==> src/rtl/gpio_irq_ctrl.sv <==
`default_nettype none
// ============================================================================
// Module      : gpio_irq_ctrl
// Description : Parametrised GPIO controller. Per bit: synchronises and
//               optionally debounces switch inputs, mirrors a CSR-driven LED
//               value, and collects level or rising-edge events into sticky
//               pending flags that raise one maskable interrupt.
// Revision    : 1.0 - initial release
// ----------------------------------------------------------------------------
// Parameters:
//   DATA_WIDTH      - number of GPIO bits (>= 1)
//   SYNC_STAGES     - input synchroniser depth (>= 2)
//   DEBOUNCE_CYCLES - cycles a new input value must hold before acceptance
//                     (>= 1); ignored when debouncing is compiled out
// Ports:
//   clk         in   single clock, rising edge
//   rst_n       in   asynchronous active-low reset
//   sw          in   raw asynchronous switch pins
//   led         out  registered LED drive (led_reg delayed one cycle)
//   sw_reg      out  debounced switch state
//   led_reg     in   LED value from the CSR bank
//   irq_mask    in   1 = bit may assert irq
//   irq_edge    in   0 = level-high source, 1 = rising-edge source
//   irq_clr     in   write-1-to-clear strobe for irq_pending
//   irq_pending out  sticky per-bit event flags
//   irq         out  registered OR of irq_pending & irq_mask
// Build option:
//   GPIO_DEBOUNCE_EN - when defined, per-bit debounce counters are built;
//                      otherwise sw_reg follows the synchroniser every cycle.
// ============================================================================
module gpio_irq_ctrl #(
    parameter int DATA_WIDTH      = 4,
    parameter int SYNC_STAGES     = 2,
    parameter int DEBOUNCE_CYCLES = 16
) (
    input  logic                  clk,
    input  logic                  rst_n,
    input  logic [DATA_WIDTH-1:0] sw,
    output logic [DATA_WIDTH-1:0] led,
    output logic [DATA_WIDTH-1:0] sw_reg,
    input  logic [DATA_WIDTH-1:0] led_reg,
    input  logic [DATA_WIDTH-1:0] irq_mask,
    input  logic [DATA_WIDTH-1:0] irq_edge,
    input  logic [DATA_WIDTH-1:0] irq_clr,
    output logic [DATA_WIDTH-1:0] irq_pending,
    output logic                  irq
);

    // ------------------------------------------------------------------
    // Elaboration-time parameter checks
    // ------------------------------------------------------------------
    if (DATA_WIDTH < 1) begin : g_bad_width
        $error("gpio_irq_ctrl: DATA_WIDTH must be >= 1");
    end
    if (SYNC_STAGES < 2) begin : g_bad_sync
        $error("gpio_irq_ctrl: SYNC_STAGES must be >= 2");
    end
    if (DEBOUNCE_CYCLES < 1) begin : g_bad_debounce
        $error("gpio_irq_ctrl: DEBOUNCE_CYCLES must be >= 1");
    end

    // ------------------------------------------------------------------
    // Input synchroniser
    // ------------------------------------------------------------------
    logic [DATA_WIDTH-1:0] r_sync [SYNC_STAGES];
    logic [DATA_WIDTH-1:0] w_sync;

    always_ff @(posedge clk or negedge rst_n) begin
        if (!rst_n) begin
            for (int i = 0; i < SYNC_STAGES; i++) begin
                r_sync[i] <= '0;
            end
        end else begin
            r_sync[0] <= sw;
            for (int i = 1; i < SYNC_STAGES; i++) begin
                r_sync[i] <= r_sync[i-1];
            end
        end
    end

    assign w_sync = r_sync[SYNC_STAGES-1];

    // ------------------------------------------------------------------
    // Debounce (or straight register when compiled out)
    // ------------------------------------------------------------------
    logic [DATA_WIDTH-1:0] r_sw_reg;

`ifdef GPIO_DEBOUNCE_EN
    localparam int                 c_cnt_w   = $clog2(DEBOUNCE_CYCLES + 1);
    localparam logic [c_cnt_w-1:0] c_cnt_max = c_cnt_w'(DEBOUNCE_CYCLES - 1);

    for (genvar g = 0; g < DATA_WIDTH; g++) begin : g_debounce
        logic [c_cnt_w-1:0] r_cnt;
        logic               r_bit;

        // Any return to the accepted value restarts the count, so only an
        // uninterrupted run of DEBOUNCE_CYCLES differing samples is accepted.
        always_ff @(posedge clk or negedge rst_n) begin
            if (!rst_n) begin
                r_cnt <= '0;
                r_bit <= 1'b0;
            end else if (w_sync[g] == r_bit) begin
                r_cnt <= '0;
            end else if (r_cnt == c_cnt_max) begin
                r_bit <= w_sync[g];
                r_cnt <= '0;
            end else begin
                r_cnt <= r_cnt + 1'b1;
            end
        end

        assign r_sw_reg[g] = r_bit;
    end
`else
    always_ff @(posedge clk or negedge rst_n) begin
        if (!rst_n) begin
            r_sw_reg <= '0;
        end else begin
            r_sw_reg <= w_sync;
        end
    end
`endif

    assign sw_reg = r_sw_reg;

    // ------------------------------------------------------------------
    // LED mirror, event detection, pending flags and interrupt
    // ------------------------------------------------------------------
    logic [DATA_WIDTH-1:0] r_sw_reg_q;
    logic [DATA_WIDTH-1:0] r_led;
    logic [DATA_WIDTH-1:0] r_pending;
    logic                  r_irq;
    logic [DATA_WIDTH-1:0] w_event;

    // Level bits pass sw_reg through; edge bits additionally require the
    // previous sample to have been low.
    assign w_event = r_sw_reg & ~(irq_edge & r_sw_reg_q);

    always_ff @(posedge clk or negedge rst_n) begin
        if (!rst_n) begin
            r_sw_reg_q <= '0;
            r_led      <= '0;
            r_pending  <= '0;
            r_irq      <= 1'b0;
        end else begin
            r_sw_reg_q <= r_sw_reg;
            r_led      <= led_reg;
            // A new event wins over a simultaneous clear.
            r_pending  <= w_event | (r_pending & ~irq_clr);
            r_irq      <= |(r_pending & irq_mask);
        end
    end

    assign led         = r_led;
    assign irq_pending = r_pending;
    assign irq         = r_irq;

endmodule
`default_nettype wire

==> config.mk <==
export PLATFORM = sky130hd
export DESIGN_NAME = gpio_irq_ctrl
export DESIGN_NICKNAME = d
export VERILOG_FILES = /design/src/rtl/gpio_irq_ctrl.sv
export SDC_FILE = /design/constraint.sdc
export NUM_CORES = 1
export LEC_CHECK = 0
export CAP_MARGIN = 10
export CORE_MARGIN = 2
export CORE_UTILIZATION = 40
export DETAILED_ROUTE_END_ITERATION = 16
export PLACE_DENSITY = 0.8
export SETUP_SLACK_MARGIN = 0.4
export SYNTH_ARGS = -nofsm -noshare
export SYNTH_HDL_FRONTEND = slang
export SYNTH_SLANG_ARGS = --single-unit
export TNS_END_PERCENT = 5
==> constraint.sdc <==
create_clock -name clk -period 1.8 [get_ports clk]
set_input_delay 0.36 -clock clk [delete_from_list [all_inputs] [get_ports clk]]
set_output_delay 0.36 -clock clk [all_outputs]
set_load 0.02 [all_outputs]
==> qor.txt <==
Outcome: finished clean
Average vias per placed instance: 4.56
Arrival time reported for the critical path endpoint: 1.25 ns
Maximum buffer depth of the clock tree: 2
Most frequent cells after synthesis: sky130_fd_sc_hd__dfrtp_1 (25), sky130_fd_sc_hd__nand2_1 (5), sky130_fd_sc_hd__a22o_1 (4), sky130_fd_sc_hd__inv_1 (4), sky130_fd_sc_hd__a22oi_1 (2)
Residual DRC: 0
Top-Level Pins: 35
Pin count of the biggest net entering global routing: 26
LEAKAGE: 0.518 nW
Layout area overhead: 54.5%
Sink Count: 25
GRT Residual Overflow: 0
Clock buffers created by TritonCTS: 3
Switching Fraction: 22.4%
Share of flip-flops with an asynchronous set or reset: 100%
Critical Path Start Type: flip-flop
Via total after detailed routing: 438
Post-layout nets: 102
F_max: 620 MHz
Cell internal power dissipation: 0.000755 W
Category of the most critical setup path: flip-flop to primary output
Final-report hold violation count: 0
Standard-cell row count: 15
Length of the first detailed-routing pass in iterations: 2
Dominant cell by count in the synthesized netlist: sky130_fd_sc_hd__dfrtp_1
Synthesis-stage register bit count: 25
Fill cell total of the finished layout: 143
RSZ-0062 raised after global routing: yes
Proportion of layout cells with a drive suffix above 1: 5.06%
Post-route minimum period: 1.61 ns
P per Cell Area: 887 mW/mm²
Worst min-delay path class: flip-flop to flip-flop
Final Skew: 0.00510 ns
GP Congestion: 0.636
Sequential area share after synthesis: 88.2%
Cell type with the highest aggregate area in the netlist: sky130_fd_sc_hd__dfrtp_1
IO buf count: 34
Worst voltage drop across the vdd grid: 587 µV
Total inserted antenna cells: 0
Number of routed nets with antenna violations: 0
Final Power: 0.000972 W
Multi-input combinational cell area: 68.8 µm²
Initial antenna violation count: 0
Worst slew slack as a fraction of its limit: 79.5%
Summed instance area of the synthesized netlist: 709 µm²
Worst Path Buf+Inv: 1
Post-detail-place hpwl: 900 µm
Post-detailed-route wirelength per cell: 12.6 µm
Predominant post-synthesis flop cell: sky130_fd_sc_hd__dfrtp_1
Root cell of the clock tree: sky130_fd_sc_hd__clkbuf_4
Max H-tree Level: 1
Number of max-slew violations in the final report: 0
Sw power: 0.000218 W
Core occupancy in the finished layout: 64.9%
Cells after synthesis: 40
Standard cell core area: 0.00169 mm²
Critical path's slowest cell: sky130_fd_sc_hd__clkdlybuf4s50_1
Number of enable flip-flop cells after synthesis: 0
# Max-Cap Violations: 0
Post-CTS Hold Fix Bufs: 0
Top cells by area, synth: sky130_fd_sc_hd__dfrtp_1 (88%), sky130_fd_sc_hd__a22o_1 (4.9%), sky130_fd_sc_hd__nand2_1 (2.6%)
Final period util: 89.5%
Wire length of the first global-routing pass: 1860 µm
Vertical die dimension: 46.1 µm
Max incr delay on CP: 0.60 ns
Average footprint of a synthesized cell: 17.7 µm²
Sequential share of power: 62.6%
Setup TNS: 0 ns
Element type at the critical path end: primary output
Area fraction of the dominant cell type after synthesis: 88.2%
Worst-path fanout max: 1
TritonCTS clock tree: built
Storage cell area: 626 µm²
Setup-violating endpoint count in the final report: 0
Ordered list of cells on the worst path: clkdlybuf4s50_1
Starting density of the core: 42.0%
Number of distinct standard cells referenced by the synthesized netlist: 5
Portion of total power attributed to combinational logic: 13.3%
Global-route total usage across every layer: 13.0%
Number of warnings issued by yosys: 0
Die boundary width: 46.1 µm
Number of global-route vias before repair: 458
Latest clock arrival within the worst-skew pair: 0.30 ns
Clock network fraction of total power: 24.1%
Die ar.: 0.00213 mm²
Clk slew on worst S/H paths: 0.12 ns
1st-iter DRT viols: 2
Cell family with most CP delay: buffers and inverters
Transition time of the tightest slew-check pin: 0.307 ns
Req. time, crit path: 1.44 ns
Overall routed net length: 1210 µm
Net count after synthesis: 62
==> cells by family after synthesis <==
| kind of cell | share of synthesized area (%) |
|---|---|
| and+or+nand+nor | 2.65 |
| buffers and inverters | 2.12 |
| DFF | 88.2 |
| AOI/OAI and AO/OA | 7.05 |
==> cell usage in the layout (no fill, tap or decap) <==
cell / Yosys / final
sky130_fd_sc_hd__a22o_1: 4 / 4
sky130_fd_sc_hd__a22oi_1: 2 / 2
sky130_fd_sc_hd__buf_4: 0 / 1
sky130_fd_sc_hd__clkbuf_1: 0 / 1
sky130_fd_sc_hd__clkbuf_4: 0 / 3
sky130_fd_sc_hd__clkdlybuf4s50_1: 0 / 24
sky130_fd_sc_hd__dfrtp_1: 25 / 25
sky130_fd_sc_hd__dlygate4sd2_1: 0 / 9
sky130_fd_sc_hd__dlymetal6s2s_1: 0 / 1
sky130_fd_sc_hd__inv_1: 4 / 4
sky130_fd_sc_hd__nand2_1: 5 / 5
==> worst paths after layout <==
path,start,end,slack (ns),cells past startpoint
worst max register to register,irq_pending[0],irq,1.04,2
min in group asynchronous,rst_n,r_sync[7],0.40,2
max in group asynchronous,rst_n,sw_reg[0],1.17,2
worst min-delay path,w_sync[2],sw_reg[2],0.36,0
worst min register to register,w_sync[2],sw_reg[2],0.36,0
worst max-delay path,led[2],led[2],0.19,1
==> final cells by class <==
type / instances / share of cell area [%]
inverter: 4 / 1.37
multi-input combinational: 11 / 6.28
timing repair buffer: 35 / 30.9
clock buffer: 4 / 2.40
sequential: 25 / 57.1
tap: 17 / 1.94
==> layer usage <==
| layer | global-route usage, % | routed length, µm |
|---|---|---|
| met5 | 0 | 0 |
| met4 | 8.57 | 0 |
| met2 | 23.1 | 627 |
| met1 | 13.2 | 466 |
| met3 | 3.53 | 118 |
==> worst reg2reg max path, cell delays in order (launching register included) <==
cell,delay [ns]
sky130_fd_sc_hd__dfrtp_1,0.41
sky130_fd_sc_hd__a22oi_1,0.19
sky130_fd_sc_hd__nand2_1,0.07
==> per-stage QoR <==
stage	hold WS, ns	cells	setup WS (ns)	area [µm²]
after global placement	0.332	92	0.470	1080
final	0.363	96	0.188	1100
after global routing	0.372	96	0.141	1100
after floorplan	0.0644	40	0.992	709
after CTS	0.366	96	0.166	1090
after detailed placement	0.337	92	0.441	1080
==> power by group through the flow <==
stage                     Combinational (W)  Sequential, W  Clock (W)
after CTS                          0.000132       0.000610   0.000247
after floorplan                   0.0000149       0.000644          0
after global routing               0.000141       0.000613   0.000266
after global placement             0.000139       0.000619          0
after detailed placement           0.000141       0.000622          0
final                              0.000129       0.000609   0.000235
==> repair_timing <==
action,in CTS,in global routing
resized for setup,9,1
endpoints found under the setup margin,13,13
buffers inserted,0,0
Power figures use the tool's default switching activity.
